$ cat config.mk
export PLATFORM = sky130hd
export DESIGN_NAME = fetch_decode_unit
export DESIGN_NICKNAME = d
export VERILOG_FILES = /design/src/rtl/fd_pkg.sv /design/src/rtl/alu_ctrl_decoder.sv /design/src/rtl/fetch_decode_unit.sv
export SDC_FILE = /design/constraint.sdc
export NUM_CORES = 2
export LEC_CHECK = 0
export CORE_MARGIN = 1
export CORE_UTILIZATION = 45
export CTS_BUF_LIST = sky130_fd_sc_hd__clkbuf_2 sky130_fd_sc_hd__clkbuf_4 sky130_fd_sc_hd__clkbuf_8
export DETAILED_ROUTE_END_ITERATION = 7
export SYNTH_ARGS = -nofsm -noshare
export SYNTH_HDL_FRONTEND = slang
export SYNTH_HIERARCHICAL = 1
export SYNTH_SLANG_ARGS = --single-unit
export TNS_END_PERCENT = 50
$ cat constraint.sdc
create_clock -name clock -period 6.8 [get_ports clock]
set_input_delay 1.02 -clock clock [delete_from_list [all_inputs] [get_ports clock]]
set_output_delay 1.02 -clock clock [all_outputs]
set_load 0.01 [all_outputs]
$ cat src/rtl/fd_pkg.sv
// Shared definitions for the fetch/decode unit: RV32I opcode and funct
// fields, ALU control encodings, FSM state encoding and an immediate helper.
package fd_pkg;

   localparam logic [6:0] OP_R = 7'b0110011;
   localparam logic [6:0] OP_I = 7'b0010011;

   localparam logic [2:0] F3_ADD_SUB = 3'b000;
   localparam logic [2:0] F3_SLL     = 3'b001;
   localparam logic [2:0] F3_SLT     = 3'b010;
   localparam logic [2:0] F3_XOR     = 3'b100;
   localparam logic [2:0] F3_SRL     = 3'b101;
   localparam logic [2:0] F3_OR      = 3'b110;
   localparam logic [2:0] F3_AND     = 3'b111;

   localparam logic [6:0] F7_BASE = 7'b0000000;
   localparam logic [6:0] F7_SUB  = 7'b0100000;

   localparam logic [3:0] ALU_AND = 4'b0000;
   localparam logic [3:0] ALU_OR  = 4'b0001;
   localparam logic [3:0] ALU_ADD = 4'b0010;
   localparam logic [3:0] ALU_XOR = 4'b0011;
   localparam logic [3:0] ALU_SUB = 4'b0110;
   localparam logic [3:0] ALU_SLT = 4'b0111;
   localparam logic [3:0] ALU_SLL = 4'b1000;
   localparam logic [3:0] ALU_SRL = 4'b1001;

   typedef enum logic [2:0] {
      ST_FETCH     = 3'd0,
      ST_DECODE    = 3'd1,
      ST_EXECUTE   = 3'd2,
      ST_WRITEBACK = 3'd3,
      ST_HALT      = 3'd4
   } fd_state_t;

   // Sign-extended I-type immediate taken from instruction bits [31:20].
   function automatic logic [31:0] sext_i_imm(input logic [31:0] instr);
      return {{20{instr[31]}}, instr[31:20]};
   endfunction

endpackage

$ cat src/rtl/alu_ctrl_decoder.sv
// Combinational ALU control decoder: {opcode, funct3, funct7} ->
// {alu_control, legal}, plus is_imm for immediate-operand instructions.
// Optional feature macro: IMM_ADDI_EN (decode ADDI as a legal instruction).
module alu_ctrl_decoder
   import fd_pkg::*;
(
   input  logic [6:0] opcode,
   input  logic [2:0] funct3,
   input  logic [6:0] funct7,
   output logic [3:0] alu_control,
   output logic       legal,
   output logic       is_imm
);

   // Map the supported R-type (and optionally ADDI) encodings to ALU selects.
   always_comb begin
      alu_control = ALU_AND;
      legal       = 1'b0;
      is_imm      = 1'b0;
      case (opcode)
         OP_R: begin
            case (funct3)
               F3_ADD_SUB: begin
                  if (funct7 == F7_BASE) begin
                     alu_control = ALU_ADD;
                     legal       = 1'b1;
                  end else if (funct7 == F7_SUB) begin
                     alu_control = ALU_SUB;
                     legal       = 1'b1;
                  end
               end
               F3_AND: begin alu_control = ALU_AND; legal = (funct7 == F7_BASE); end
               F3_OR:  begin alu_control = ALU_OR;  legal = (funct7 == F7_BASE); end
               F3_XOR: begin alu_control = ALU_XOR; legal = (funct7 == F7_BASE); end
               F3_SLT: begin alu_control = ALU_SLT; legal = (funct7 == F7_BASE); end
               F3_SLL: begin alu_control = ALU_SLL; legal = (funct7 == F7_BASE); end
               F3_SRL: begin alu_control = ALU_SRL; legal = (funct7 == F7_BASE); end
               default: legal = 1'b0;
            endcase
         end
`ifdef IMM_ADDI_EN
         OP_I: begin
            if (funct3 == F3_ADD_SUB) begin
               alu_control = ALU_ADD;
               legal       = 1'b1;
               is_imm      = 1'b1;
            end
         end
`endif
         default: legal = 1'b0;
      endcase
   end

endmodule

$ cat src/rtl/fetch_decode_unit.sv
// Multi-cycle fetch/decode/control stage: PC, writable instruction memory,
// instruction register and a FETCH/DECODE/EXECUTE/WRITEBACK FSM driving the
// register-file/ALU datapath controls.
// Optional feature macro: IMM_ADDI_EN (ADDI support with immediate operand).
module fetch_decode_unit
   import fd_pkg::*;
#(
   parameter int          IMEM_DEPTH = 64,
   parameter logic [31:0] RESET_PC   = 32'h0000_0000
)
(
   input  logic                          clock,
   input  logic                          reset,
   input  logic                          stall,
   input  logic                          imem_we,
   input  logic [$clog2(IMEM_DEPTH)-1:0] imem_waddr,
   input  logic [31:0]                   imem_wdata,
   output logic [31:0]                   pc,
   output logic [4:0]                    read_reg_num1,
   output logic [4:0]                    read_reg_num2,
   output logic [4:0]                    write_reg,
   output logic [3:0]                    alu_control,
   output logic                          regwrite,
   output logic                          alu_src_imm,
   output logic [31:0]                   imm,
   output logic                          halted,
   output logic                          illegal_instr
);

   localparam int AW = $clog2(IMEM_DEPTH);

   fd_state_t       state_reg, state_next;
   logic [31:0]     imem [IMEM_DEPTH];
   logic [31:0]     ir_reg;
   logic [31:0]     pc_reg;
   logic [AW-1:0]   pc_idx_next;
   logic [4:0]      rs1_reg, rs2_reg, rd_reg;
   logic [3:0]      alu_control_reg;
   logic            illegal_reg;
   logic [3:0]      dec_alu_control;
   logic            dec_legal, dec_is_imm;
   logic            fetch_en, decode_active, decode_ok, advance_pc;

   alu_ctrl_decoder u_alu_ctrl_decoder (
      .opcode      (ir_reg[6:0]),
      .funct3      (ir_reg[14:12]),
      .funct7      (ir_reg[31:25]),
      .alu_control (dec_alu_control),
      .legal       (dec_legal),
      .is_imm      (dec_is_imm)
   );

   assign fetch_en      = (state_reg == ST_FETCH) && !stall && !reset;
   assign decode_active = (state_reg == ST_DECODE) && !stall;
   assign decode_ok     = decode_active && (ir_reg != 32'h0) && dec_legal;
   assign advance_pc    = (state_reg == ST_WRITEBACK) && !stall;
   // Only the word index advances, so the PC wraps inside the memory.
   assign pc_idx_next   = pc_reg[AW+1:2] + {{(AW-1){1'b0}}, 1'b1};

   // Instruction memory: write port plus read-first registered fetch into IR.
   always_ff @(posedge clock) begin
      if (imem_we) begin
         imem[imem_waddr] <= imem_wdata;
      end
      if (fetch_en) begin
         ir_reg <= imem[pc_reg[AW+1:2]];
      end
   end

   // FSM state register.
   always_ff @(posedge clock) begin
      if (reset) begin
         state_reg <= ST_FETCH;
      end else begin
         state_reg <= state_next;
      end
   end

   // Next-state and write strobe; stall or reset freezes progress.
   always_comb begin
      state_next = state_reg;
      regwrite   = 1'b0;
      if (!stall) begin
         case (state_reg)
            ST_FETCH:     state_next = ST_DECODE;
            ST_DECODE: begin
               if (ir_reg == 32'h0 || !dec_legal) begin
                  state_next = ST_HALT;
               end else begin
                  state_next = ST_EXECUTE;
               end
            end
            ST_EXECUTE:   state_next = ST_WRITEBACK;
            ST_WRITEBACK: begin
               state_next = ST_FETCH;
               regwrite   = !reset;
            end
            ST_HALT:      state_next = ST_HALT;
            default:      state_next = ST_FETCH;
         endcase
      end
   end

   // Program counter: advances once per completed writeback.
   always_ff @(posedge clock) begin
      if (reset) begin
         pc_reg <= RESET_PC;
      end else if (advance_pc) begin
         pc_reg <= {pc_reg[31:AW+2], pc_idx_next, 2'b00};
      end
   end

   // Decoded register numbers and ALU select, held until the next decode.
   always_ff @(posedge clock) begin
      if (reset) begin
         rs1_reg         <= 5'd0;
         rs2_reg         <= 5'd0;
         rd_reg          <= 5'd0;
         alu_control_reg <= 4'd0;
         illegal_reg     <= 1'b0;
      end else begin
         if (decode_ok) begin
            rs1_reg         <= ir_reg[19:15];
            rs2_reg         <= dec_is_imm ? 5'd0 : ir_reg[24:20];
            rd_reg          <= ir_reg[11:7];
            alu_control_reg <= dec_alu_control;
         end
         if (decode_active && (ir_reg != 32'h0) && !dec_legal) begin
            illegal_reg <= 1'b1;
         end
      end
   end

`ifdef IMM_ADDI_EN
   logic        alu_src_imm_reg;
   logic [31:0] imm_reg;

   // Immediate operand select and value, captured alongside the other fields.
   always_ff @(posedge clock) begin
      if (reset) begin
         alu_src_imm_reg <= 1'b0;
         imm_reg         <= 32'h0;
      end else if (decode_ok) begin
         alu_src_imm_reg <= dec_is_imm;
         imm_reg         <= sext_i_imm(ir_reg);
      end
   end

   assign alu_src_imm = alu_src_imm_reg;
   assign imm         = imm_reg;
`else
   assign alu_src_imm = 1'b0;
   assign imm         = 32'h0;
`endif

   assign pc            = pc_reg;
   assign read_reg_num1 = rs1_reg;
   assign read_reg_num2 = rs2_reg;
   assign write_reg     = rd_reg;
   assign alu_control   = alu_control_reg;
   assign halted        = (state_reg == ST_HALT);
   assign illegal_instr = illegal_reg;

endmodule

-- Word level (Yosys, flattened, before mapping)
Memory sizes are Yosys's and may differ from the RTL's. A register that Yosys moved wholly into a read port is not among the register bits.
Index checks and enable logic that the tools add are counted.
- add/sub/neg operators: 1
- multipliers: 0
- divide/modulo/power cells: 0
- order comparisons: 0
- equality and inequality tests: 12
- shift operators: 0
- mux-type cells: 14
- bitwise gates (word level): 0
- reductions and logical operators: 17
- operators with widths (cell ; count):
    logical NOT 32 bit ; 1
    nonzero test 32 bit ; 1
    case mux 4 bit (6 select lines) ; 1
    equality test 3 bit (second input constant) ; 5
    equality test 7 x 6 -> 1 bit (second input constant) ; 2
    case mux 3 bit (4 select lines) ; 1
    equality test 3 x 2 -> 1 bit (second input constant) ; 3
    2-to-1 mux 4 bit ; 2
    logical AND 1 bit ; 7
    logical NOT 7 bit ; 1
    2-to-1 mux 1 bit ; 7
    adder 6 x 1 -> 6 bit (second input constant) ; 1
    equality test 3 x 1 -> 1 bit (second input constant) ; 2
    logical NOT 3 bit ; 2
    2-to-1 mux 3 bit ; 2
    OR reduction 6 bit ; 1
    logical NOT 1 bit ; 3
    case mux 1 bit (2 select lines) ; 1
    logical OR 1 bit ; 1
- bits in registers: 29
- bits in latches: 0
- RAM bits: 2048
- memory bits (read-only): 0
- input bits: 42
- output and inout bits: 87
- word-level logic and storage cells: 52
- memories: 1
- memories (memory ; words ; bits a word ; read ports ; clocked after memory_dff ; wr ports ; RTL line ; RTL):
    imem ; 64 ; 32 ; 1 ; 1 ; 1 ; fetch_decode_unit.sv:33 ; logic [31:0] imem [IMEM_DEPTH];

-- Longest topological paths before layout
- word-level depth: 9
- gate-level depth with buffers: 10
- depth with buffers taken out: 6

-- Hierarchy
The synthesis kept the hierarchy.
- modules (own cells, without submodules) (module ; instances ; cells an instance ; area an instance (µm²) ; seq. area each (µm²)):
    fetch_decode_unit ; 1 ; 3729 ; 81395.6 ; 63040.5
    alu_ctrl_decoder ; 1 ; 18 ; 136.4 ; 0.0

-- Worst setup path before layout
OpenSTA, ideal clock, no wires.
- kind: input to register
- start point: input reset
- end point: register ir_reg[0] (read register of imem), enable pin
- library setup time: 513 ps
- arrival: 4592 ps
- required time: 6287 ps
- slack: 1695 ps
- stages: 2
- path buffers: 1
- cell sequence: clkbuf_1 > nor4b_1
- longest elaborated chain between the ends: 2
- ends and longest elaborated chain (element ; RTL line ; RTL):
    start, declared ; fetch_decode_unit.sv:13 ; input logic reset,
    logical NOT 1 bit ; fetch_decode_unit.sv:53 ; assign fetch_en = (state_reg == ST_FETCH) && !stall && !reset;
    logical AND 1 bit ; fetch_decode_unit.sv:53 ;
    named net fetch_en ; fetch_decode_unit.sv:42 ; logic fetch_en, decode_active, decode_ok, advance_pc;
    end, declared ; fetch_decode_unit.sv:34 ; logic [31:0] ir_reg;
The timed path passes the listed nets, and every way through them passes these cells.
A chain may end at the register's enable or synchronous reset.

-- Final worst setup path
- start point: input stall
- end point: output regwrite
- longest elaborated chain between the ends: 1
- ends and longest elaborated chain (element ; RTL line ; RTL):
    start, declared ; fetch_decode_unit.sv:14 ; input logic stall,
    2-to-1 mux 1 bit ; fetch_decode_unit.sv:83 ; if (!stall) begin
    end, declared ; fetch_decode_unit.sv:23 ; output logic regwrite,
Every way passes these cells.

==> impl_metrics.ini <==
[run_status]
status = finished, violations left
violations = max-capacitance violations, max-slew violations

[cts]
postCtsHoldBufs = 0
cts_max_path_buffers = 4
cts-root-buf = clkbuf_8
path_clk_slew_ns = 0.05
cts_buffers = 345
cts_resized = 0
cts_tree = yes
clock_latency_ns = 1.05
post_cts_buffers = 0
htreeDepth = 5
clock-sinks = 2109

[sta]
finalCritPeriodShare_pct = 63.79
slew_violations = 2
worst_pin_slew_ns = 1.504
slew_headroom_pct = -2.863
setup_tns_ns = 0
max_freq_mhz = 230.5
hold_viol_final = 0
skew_ns = 0.06216
fin_crit_ns = 4.338
rsz0062_at_grt = false
layout_setup_ws_ns = 2.462
setup_violations = 0

[yosys]
async_flop_share_pct = 0
synth-seq-cells = 2109
synth_area_um2 = 81530
synth_flop_cell = edfxtp_1
synth_edf_count = 2080
syn_inst = 3747
synth_sequential_area_ratio_pct = 77.32
yosys_warnings = 6
synth_cell_types = 63
avgSynthCellArea_um2 = 21.76

[routing]
firstDrtPassIters = 6
drc_errors = 0
ant_nets = 0
vias = 39300
drt_iter0_markers = 4827
via_per_inst = 5.877
wl_um = 211200
wl_per_cell_um = 31.58

[power]
comb_power_share_pct = 1.7
switchingPower_mw = 5.266
power.internal_mw = 19.86
p_sw_share_pct = 20.96
p_clk_share_pct = 40.9
ir_drop_mv = 0.2244
p_per_area_nw_per_um2 = 274.7
seqPwrFrac_pct = 57.4
leakagePower_nw = 27.29

[worst_setup_path]
start_kind = input pin
worstPathRequired_ns = 5.78
path_max_fanout = 8
crit_type = input pin to output pin
cp-end-kind = output pin
critPathArrivalTime_ns = 3.32
reg2reg_setup_slack_ns = 2.81

[layout]
syn2layout_area_growth_pct = 12.19
final_cells = 6687
finalNetCount = 4135
final_common_cell = edfxtp_1
layout_common_cells = edfxtp_1 (2,080), mux4_2 (430), clkbuf_8 (352)
post_route_cells_drive_above_1_share_pct = 28.01
largest_reg_flops = 2048
fill_cells = 14180
fin_util_pct = 51.04

[floorplanning]
design.core.area_um2 = 179200
start_util_pct = 45.50
row_count = 155
ios = 129
die_y_um = 427.7
die_x_um = 427.7
die_area_um2 = 182900

[grt]
grt_use_total_pct = 23.24
grt_overflow = 0
grt_pass1_wl_um = 297500
grt_max_degree = 113
antenna_found_initial = 10
first_global_vias = 39280

[placed_design]
gp_congestion = 0.8907
dp_cells = 6098
port_buffers = 69
dp.final_hpwl_um = 119400
pre_cts_slack_ns = 2.279

[hold_path]
hp-class = flop to flop

[flow_run]
maxCapViolCount = 1
==> stage by stage <==
stage / area [um2] / hold WS, ns / power, mW
floorplan: 81750 / 0.4696 / 14.78
global placement: 85170 / 0.4364 / 15.10
detailed placement: 85220 / 0.4450 / 15.12
CTS: 91450 / 0.4516 / 25.29
global route: 91470 / 0.4792 / 25.87
finish: 91470 / 0.4443 / 25.13
==> cell type report <==
type                       count  area [um2]  area share (%)
timing repair buffer         208        1694           1.852
tap                         2355        2947           3.221
multi-input combinational   1423       17510           19.15
sequential                  2109       63060           68.94
clock buffer                 470        5731           6.265
antenna                        2       5.005        0.005472
clock inverter               115       500.5          0.5472
inverter                       5       18.77         0.02052
==> routing by layer <==
| layer | GRT usage [%] | vias up | part of all wire, % |
|---|---|---|---|
| li1 | - | 16350 | - |
| met1 | 32.65 | 20890 | 41 |
| met2 | 36.48 | 1762 | 48 |
| met3 | 5.046 | 292 | 8.1 |
| met4 | 7.224 | 4 | 2.6 |
| met5 | 0 | - | 0.0095 |
==> worst paths after layout <==
check                                                 from                    endpoint  depth (start not counted)
worst max-delay path                                 stall                    regwrite                          4
worst min-delay path            illegal_instr$_SDFFE_PP0P_  illegal_instr$_SDFFE_PP0P_                          2
worst max register to register          pc[2]$_SDFFE_PP0P_        ir_reg[12]$_DFFE_PP_                          5
worst min register to register  illegal_instr$_SDFFE_PP0P_  illegal_instr$_SDFFE_PP0P_                          2
==> cell usage after synthesis, drive strengths merged, types with 15 or more instances <==
| library cell | instances | area, um2 |
|---|---|---|
| o22ai | 72 | 450.4 |
| clkbuf | 59 | 221.5 |
| o21ai | 17 | 85.08 |
| dfxtp | 29 | 580.6 |
| mux4 | 430 | 9684 |
| buf | 209 | 1500 |
| nand2 | 39 | 146.4 |
| and2 | 15 | 93.84 |
| a2111oi | 52 | 510.5 |
| nor2 | 186 | 698.2 |
| edfxtp | 2080 | 62460 |
| mux2i | 347 | 3473 |
==> cell families after synthesis <==
group | share of synthesized area [%]
AO/OA/AOI/OAI | 2.497
buffers and inverters | 2.135
flip-flops | 77.32
multiplexers | 16.26
adder cells (fa/ha/maj) | 0.01534
other | 0.009211
AND/OR/NAND/NOR | 1.708
XOR/XNOR | 0.05372
==> critical path, stage by stage <==
cell and delay (ns):
clkdlybuf4s50_1 0.54, nor4bb_1 0.98, nor2b_1 0.23, clkdlybuf4s50_1 0.54
==> power by group through the flow <==
stage	clock [mW]	sequential, mW	combinational, mW
global placement	0	14.7	0.426
detailed placement	0	14.7	0.437
floorplan	0	14.7	0.114
CTS	10.4	14.4	0.436
global route	11.0	14.4	0.455
finish	10.3	14.4	0.431
Power figures use the tool's default switching activity.
